<file path="src/rtl/wb_cmd_pkg.sv">
// Shared types and defaults for the Wishbone command master: FSM state encoding,
// default widths, and the read-data value returned on writes and timeouts.
package wb_cmd_pkg;

  typedef enum logic [1:0] {
    IDLE = 2'd0,
    BUS  = 2'd1,
    RESP = 2'd2
  } state_e;

  localparam int unsigned AW_DEFAULT      = 32;
  localparam int unsigned DW_DEFAULT      = 32;
  localparam int unsigned TIMEOUT_DEFAULT = 255;

  // Replicated across the data width for writes and timed-out transfers.
  localparam logic RDATA_ERR_FILL = 1'b0;

endpackage

</file>
<file path="src/rtl/wb_cmd_master_timeout.sv">
// Ack-wait counter for the Wishbone command master.
// It is held at zero by clr, counts up while en is high, and stops at TIMEOUT-1.
module wb_cmd_timeout #(
  parameter int unsigned TIMEOUT = 255
) (
  input  logic clk,
  input  logic reset_n,
  input  logic clr,
  input  logic en,
  output logic expired
);

  localparam int unsigned CW = $clog2(TIMEOUT + 1);

  logic [CW-1:0] cnt_q;
  logic [CW-1:0] cnt_d;

  assign expired = (cnt_q == CW'(TIMEOUT - 1));

  always_comb begin
    cnt_d = cnt_q;
    if (clr) begin
      cnt_d = '0;
    end else if (en && !expired) begin
      cnt_d = cnt_q + CW'(1);
    end
  end

  always_ff @(posedge clk) begin
    if (!reset_n) begin
      cnt_q <= '0;
    end else begin
      cnt_q <= cnt_d;
    end
  end

endmodule

</file>
<file path="src/rtl/wb_cmd_master.sv">
// Wishbone classic single-transfer initiator: one command in, one bus cycle, one response out.
// Define WB_CMD_MASTER_TIMEOUT_EN to abort a bus cycle that has not been acked after TIMEOUT cycles.
//
//   state | meaning
//   ------+-------------------------------------------------------------
//   IDLE  | cmd_ready high, waiting for cmd_valid
//   BUS   | cyc/stb asserted from the captured command, waiting for ack
//   RESP  | rsp_valid high, holding rdata/err until rsp_ready
module wb_cmd_master
  import wb_cmd_pkg::*;
#(
  parameter int unsigned AW      = AW_DEFAULT,
  parameter int unsigned DW      = DW_DEFAULT,
  parameter int unsigned TIMEOUT = TIMEOUT_DEFAULT
) (
  input  logic            clk,
  input  logic            reset_n,
  input  logic            cmd_valid,
  output logic            cmd_ready,
  input  logic            cmd_we,
  input  logic [AW-1:0]   cmd_addr,
  input  logic [DW-1:0]   cmd_wdata,
  input  logic [DW/8-1:0] cmd_sel,
  output logic            rsp_valid,
  input  logic            rsp_ready,
  output logic [DW-1:0]   rsp_rdata,
  output logic            rsp_err,
  output logic            o_wb_cyc,
  output logic            o_wb_stb,
  output logic            o_wb_we,
  output logic [AW-1:0]   o_wb_addr,
  output logic [DW-1:0]   o_wb_data,
  output logic [DW/8-1:0] o_wb_sel,
  input  logic            i_wb_ack,
  input  logic [DW-1:0]   i_wb_data
);

  if (TIMEOUT < 2) begin : g_timeout_range_check
    $error("wb_cmd_master: TIMEOUT must be at least 2");
  end

  state_e          state_q,     state_d;
  logic            cmd_ready_q, cmd_ready_d;
  logic            rsp_valid_q, rsp_valid_d;
  logic [DW-1:0]   rsp_rdata_q, rsp_rdata_d;
  logic            rsp_err_q,   rsp_err_d;
  logic            wb_cyc_q,    wb_cyc_d;
  logic            wb_we_q,     wb_we_d;
  logic [AW-1:0]   wb_addr_q,   wb_addr_d;
  logic [DW-1:0]   wb_data_q,   wb_data_d;
  logic [DW/8-1:0] wb_sel_q,    wb_sel_d;
  logic            tmo_expired;

`ifdef WB_CMD_MASTER_TIMEOUT_EN
  // Held clear outside BUS so the first BUS cycle always sees a count of zero.
  wb_cmd_timeout #(
    .TIMEOUT (TIMEOUT)
  ) u_timeout (
    .clk     (clk),
    .reset_n (reset_n),
    .clr     (state_q != BUS),
    .en      (state_q == BUS),
    .expired (tmo_expired)
  );
`else
  assign tmo_expired = 1'b0;
`endif

  always_comb begin
    state_d     = state_q;
    cmd_ready_d = cmd_ready_q;
    rsp_valid_d = rsp_valid_q;
    rsp_rdata_d = rsp_rdata_q;
    rsp_err_d   = rsp_err_q;
    wb_cyc_d    = wb_cyc_q;
    wb_we_d     = wb_we_q;
    wb_addr_d   = wb_addr_q;
    wb_data_d   = wb_data_q;
    wb_sel_d    = wb_sel_q;

    unique case (state_q)
      IDLE: begin
        cmd_ready_d = 1'b1;
        // cmd_ready_q is low for the first cycle out of reset, so no accept there.
        if (cmd_ready_q && cmd_valid) begin
          cmd_ready_d = 1'b0;
          wb_cyc_d    = 1'b1;
          wb_we_d     = cmd_we;
          wb_addr_d   = cmd_addr;
          wb_data_d   = cmd_wdata;
          wb_sel_d    = cmd_sel;
          state_d     = BUS;
        end
      end
      BUS: begin
        if (i_wb_ack) begin
          wb_cyc_d    = 1'b0;
          rsp_valid_d = 1'b1;
          rsp_rdata_d = wb_we_q ? {DW{RDATA_ERR_FILL}} : i_wb_data;
          rsp_err_d   = 1'b0;
          state_d     = RESP;
        end else if (tmo_expired) begin
          wb_cyc_d    = 1'b0;
          rsp_valid_d = 1'b1;
          rsp_rdata_d = {DW{RDATA_ERR_FILL}};
          rsp_err_d   = 1'b1;
          state_d     = RESP;
        end
      end
      RESP: begin
        if (rsp_ready) begin
          rsp_valid_d = 1'b0;
          cmd_ready_d = 1'b1;
          state_d     = IDLE;
        end
      end
      default: begin
        cmd_ready_d = 1'b0;
        rsp_valid_d = 1'b0;
        wb_cyc_d    = 1'b0;
        state_d     = IDLE;
      end
    endcase
  end

  always_ff @(posedge clk) begin
    if (!reset_n) begin
      state_q     <= IDLE;
      cmd_ready_q <= 1'b0;
      rsp_valid_q <= 1'b0;
      rsp_rdata_q <= '0;
      rsp_err_q   <= 1'b0;
      wb_cyc_q    <= 1'b0;
      wb_we_q     <= 1'b0;
      wb_addr_q   <= '0;
      wb_data_q   <= '0;
      wb_sel_q    <= '0;
    end else begin
      state_q     <= state_d;
      cmd_ready_q <= cmd_ready_d;
      rsp_valid_q <= rsp_valid_d;
      rsp_rdata_q <= rsp_rdata_d;
      rsp_err_q   <= rsp_err_d;
      wb_cyc_q    <= wb_cyc_d;
      wb_we_q     <= wb_we_d;
      wb_addr_q   <= wb_addr_d;
      wb_data_q   <= wb_data_d;
      wb_sel_q    <= wb_sel_d;
    end
  end

  assign cmd_ready = cmd_ready_q;
  assign rsp_valid = rsp_valid_q;
  assign rsp_rdata = rsp_rdata_q;
  assign rsp_err   = rsp_err_q;
  assign o_wb_cyc  = wb_cyc_q;
  assign o_wb_stb  = wb_cyc_q;
  assign o_wb_we   = wb_we_q;
  assign o_wb_addr = wb_addr_q;
  assign o_wb_data = wb_data_q;
  assign o_wb_sel  = wb_sel_q;

endmodule

</file>
<file path="config.mk">
export PLATFORM = sky130hd
export DESIGN_NAME = wb_cmd_master
export DESIGN_NICKNAME = d
export VERILOG_FILES = /design/src/rtl/wb_cmd_pkg.sv /design/src/rtl/wb_cmd_master_timeout.sv /design/src/rtl/wb_cmd_master.sv
export SDC_FILE = /design/constraint.sdc
export NUM_CORES = 1
export LEC_CHECK = 0
export CAP_MARGIN = 30
export CORE_AREA = 2 2 104 106
export DETAILED_ROUTE_END_ITERATION = 10
export DIE_AREA = 0 0 106 108
export PLACE_DENSITY_LB_ADDON = 0.25
export SLEW_MARGIN = 20
export SYNTH_ARGS = -nofsm -noshare
export SYNTH_HDL_FRONTEND = slang
export SYNTH_SLANG_ARGS = --single-unit
</file>
<file path="constraint.sdc">
create_clock -name clk -period 1.8 [get_ports clk]
set_input_delay 0.36 -clock clk [delete_from_list [all_inputs] [get_ports clk]]
set_output_delay 0.36 -clock clk [all_outputs]
set_load 0.03 [all_outputs]
</file>
==> qor.csv <==
stage,metric,value,unit
power_and_ir_drop,Max VDD drop,0.000352,V
logic_synthesis,library cell with the largest summed area after synthesis,dfxtp_1,
routing,routed len/inst,13.7,um
routing,DR DRC count,0,
cts,clk sinks,106,
routing,via-per-instance ratio,4.83,
routing,drt total wl,11000,um
worst_setup_path,CP max stage delay,0.71,ns
worst_setup_path,FF-to-FF path depth,4,
sta,RSZ-0062 raised after global routing,no,
logic_synthesis,#FFs+latches synth,106,
worst_setup_path,worst setup path start,o_wb_sel[2],
cts,Clock transition at path regs,0.09,ns
sta,Worst Skew,0.0119,ns
cts,number of buffers created by CTS,9,
worst_setup_path,Crit Path Class,reg2out,
cts,Root Buffer,clkbuf_8,
grt,Tot GR Track Use,18.9,%
routing,TritonRoute pass-1 iters,4,
logic_synthesis,Yosys warnings,0,
layout,# diodes,0,
cts,CTS tree,yes,
cts,worst skew pair latency,0.36,ns
worst_setup_path,CP bufs+invs,1,
worst_setup_path,critical path's top delay family,buffers and inverters,
sta,Final Hold Fails,0,
worst_setup_path,crit end category,primary output,
logic_synthesis,area share of the largest cell type after synthesis,53.5,%
floorplan,die height,108,um
placement,RePlAce Congestion,0.757,
cts,htree depth,3,
cts,CTS Buffer Depth,2,
layout,"commonest cells after routing, fill and taps aside","180 x clkdlybuf4s50_1, 106 x dfxtp_1, 102 x nand2_1",
routing,post-route antenna net violation count,0,
logic_synthesis,Cells after Synth,474,
worst_setup_path,crit path capture,o_wb_sel[2],
sta,Final Max Slew Viols,0,
logic_synthesis,post-synthesis average cell area,8.37,sq um
logic_synthesis,most area-consuming cells after synthesis,"dfxtp_1 54%, nand2_1 9.7%, nand3_1 8.7%, o21ai_0 8.6%, or3b_1 5.1%",
power_and_ir_drop,pwr dens,756,nW/um^2
worst_setup_path,Worst R2R Setup Slack,0.29,ns
worst_setup_path,"Data required, critical path",1.44,ns
sta,crit path time final,1.75,ns
logic_synthesis,Post-Syn Nets,580,
sta,slew at the pin closest to its max-slew limit,0.528,ns
grt,global-route wire length before repair,17500,um
layout,fin util,62.8,%
sta,fmax,570,MHz
logic_synthesis,share of the yosys chip area belonging to registers,53.5,%
layout,nets@finish,769,
cts,Hold Buf Count CTS,0,
floorplan,Top Ports,212,
grt,largest net degree at the start of global routing,81,
worst_setup_path,worst r2r src,state_q[0],
layout,Layout area overhead,61.9,%
flow_run,maxcap violations,0,
logic_synthesis,Synth cell types,23,
placement,post-detail-place hpwl,7970,um
placement,Port Buf Inserts,210,
routing,1st-iter DRT viols,133,
worst_setup_path,crit start category,flop,
worst_setup_path,CP arrival,1.39,ns
layout,post-route cell area,6420,sq um
grt,initial antenna violation count,1,
status,status,finished clean,
worst_setup_path,r2r endpoint,rsp_rdata[14],
floorplan,site row count,37,
power_and_ir_drop,Leakage,2.65,nW
worst_setup_path,CP cell instances,clkdlybuf4s50_1,
sta,final setup fails,0,
floorplan,Die W,106,um
floorplan,core area,10200,sq um
sta,Worst Slack Setup Final,0.0469,ns
grt,gr ovfl total,0,
grt,vias in the first global route,3733,
min_path,worst min-delay path class,in2reg,
worst_setup_path,Crit path depth,1,
worst_setup_path,slowest CP cell,clkdlybuf4s50_1,
layout,"leading cell type in the layout, fill and taps excluded",clkdlybuf4s50_1,
floorplan,Die Footprint,11400,sq um
placement,pre-CTS setup slack,-0.135,ns
sta,normalized max-slew margin,64.8,%
worst_setup_path,worst-path fanout max,2,
sta,sum of negative setup slack,0,ns
placement,DP Area,6180,sq um
logic_synthesis,"Cell Area, Synth",3970,sq um
layout,layout cell share with drive strength beyond 1,6.44,%
sta,crit share post-route,97.4,%
floorplan,initial core utilization,38.8,%
routing,total number of vias,3882,
cts,setup repair bufs after CTS,0,
[state kept, by name (all words and copies together) (netlist names)]
register,cells
cmd_ready,1
o_wb_addr,32
o_wb_cyc,1
o_wb_data,32
o_wb_sel,4
o_wb_we,1
rsp_rdata,32
rsp_valid,1
state_q,2
[cell usage after synthesis, drive strengths merged]
| library cell | n |
|---|---|
| clkinv | 1 |
| nand2b | 1 |
| o21ai | 72 |
| conb | 1 |
| clkbuf | 32 |
| nand2 | 102 |
| nand3 | 69 |
| and2 | 1 |
| a21oi | 35 |
| nand3b | 1 |
| nor3b | 1 |
| or3b | 32 |
| dfxtp | 106 |
| nor2 | 3 |
| and4bb | 1 |
| inv | 1 |
| buf | 14 |
| a2111oi | 1 |
[report_power, final]
| group | internal, mW | switching (mW) | total, mW |
|---|---|---|---|
| Sequential | 2.45 | 0.0622 | 2.52 |
| Combinational | 0.468 | 0.490 | 0.958 |
| Clock | 0.588 | 0.793 | 1.38 |
[how the worst min path moves through the flow]
| stage | start | endpoint | slack [ns] | cells after the start |
|---|---|---|---|---|
| 2_1_floorplan | cmd_addr[0] | o_wb_addr[0] | 0.49 | 2 |
| 3_3_place_gp | o_wb_data[1] | o_wb_data[1] | 0.44 | 2 |
| 3_5_place_dp | o_wb_data[2] | o_wb_data[2] | 0.44 | 2 |
| 4_1_cts | reset_n | o_wb_we | 0.28 | 3 |
| 5_1_grt | reset_n | o_wb_we | 0.32 | 3 |
| 6_report | reset_n | o_wb_we | 0.30 | 3 |
[kinds of logic (layout without fill, tap and decap cells)]
kind of cell / after synthesis / count (layout) / synth area share, %
DFF: 106 / 106 / 53.5
other: 1 / 1 / 0.0945
and+or+nand+nor: 211 / 211 / 27.1
buffers and inverters: 48 / 242 / 5.55
AOI/OAI and AO/OA: 108 / 108 / 13.7
[layer usage]
metal | vias up | global-route usage (%) | share of wire, %
met2 | 145 | 30.9 | 47
met1 | 1737 | 22.9 | 43
met4 | 2 | 7.99 | 2.3
met5 | - | 0 | 0.10
li1 | 1978 | - | -
met3 | 20 | 6.27 | 8.5
[cell type report]
| class | instances | area [sq um] |
|---|---|---|
| clock buffers | 11 | 151 |
| fillers | 875 | 3810 |
| flip-flops and latches | 106 | 2120 |
| well taps | 136 | 170 |
| clock inverters | 5 | 36.3 |
| inverters | 2 | 7.51 |
| repair buffers | 224 | 2310 |
| multi-input cells | 320 | 1620 |
[repair_timing]
action                     4_1_cts  5_1_grt
hold endpoints to repair         0        0
setup endpoints to repair        4       25
resized for setup                3       25
[stage by stage]
step                power (mW)  cells  hold slack [ns]
floorplan                 3.03    474            0.490
global placement          3.52    788            0.436
detailed placement        3.54    788            0.444
CTS                       4.94    804            0.284
global route              5.09    804            0.324
finish                    4.86    804            0.300
Note: power is estimated with default switching activity, not from simulation.
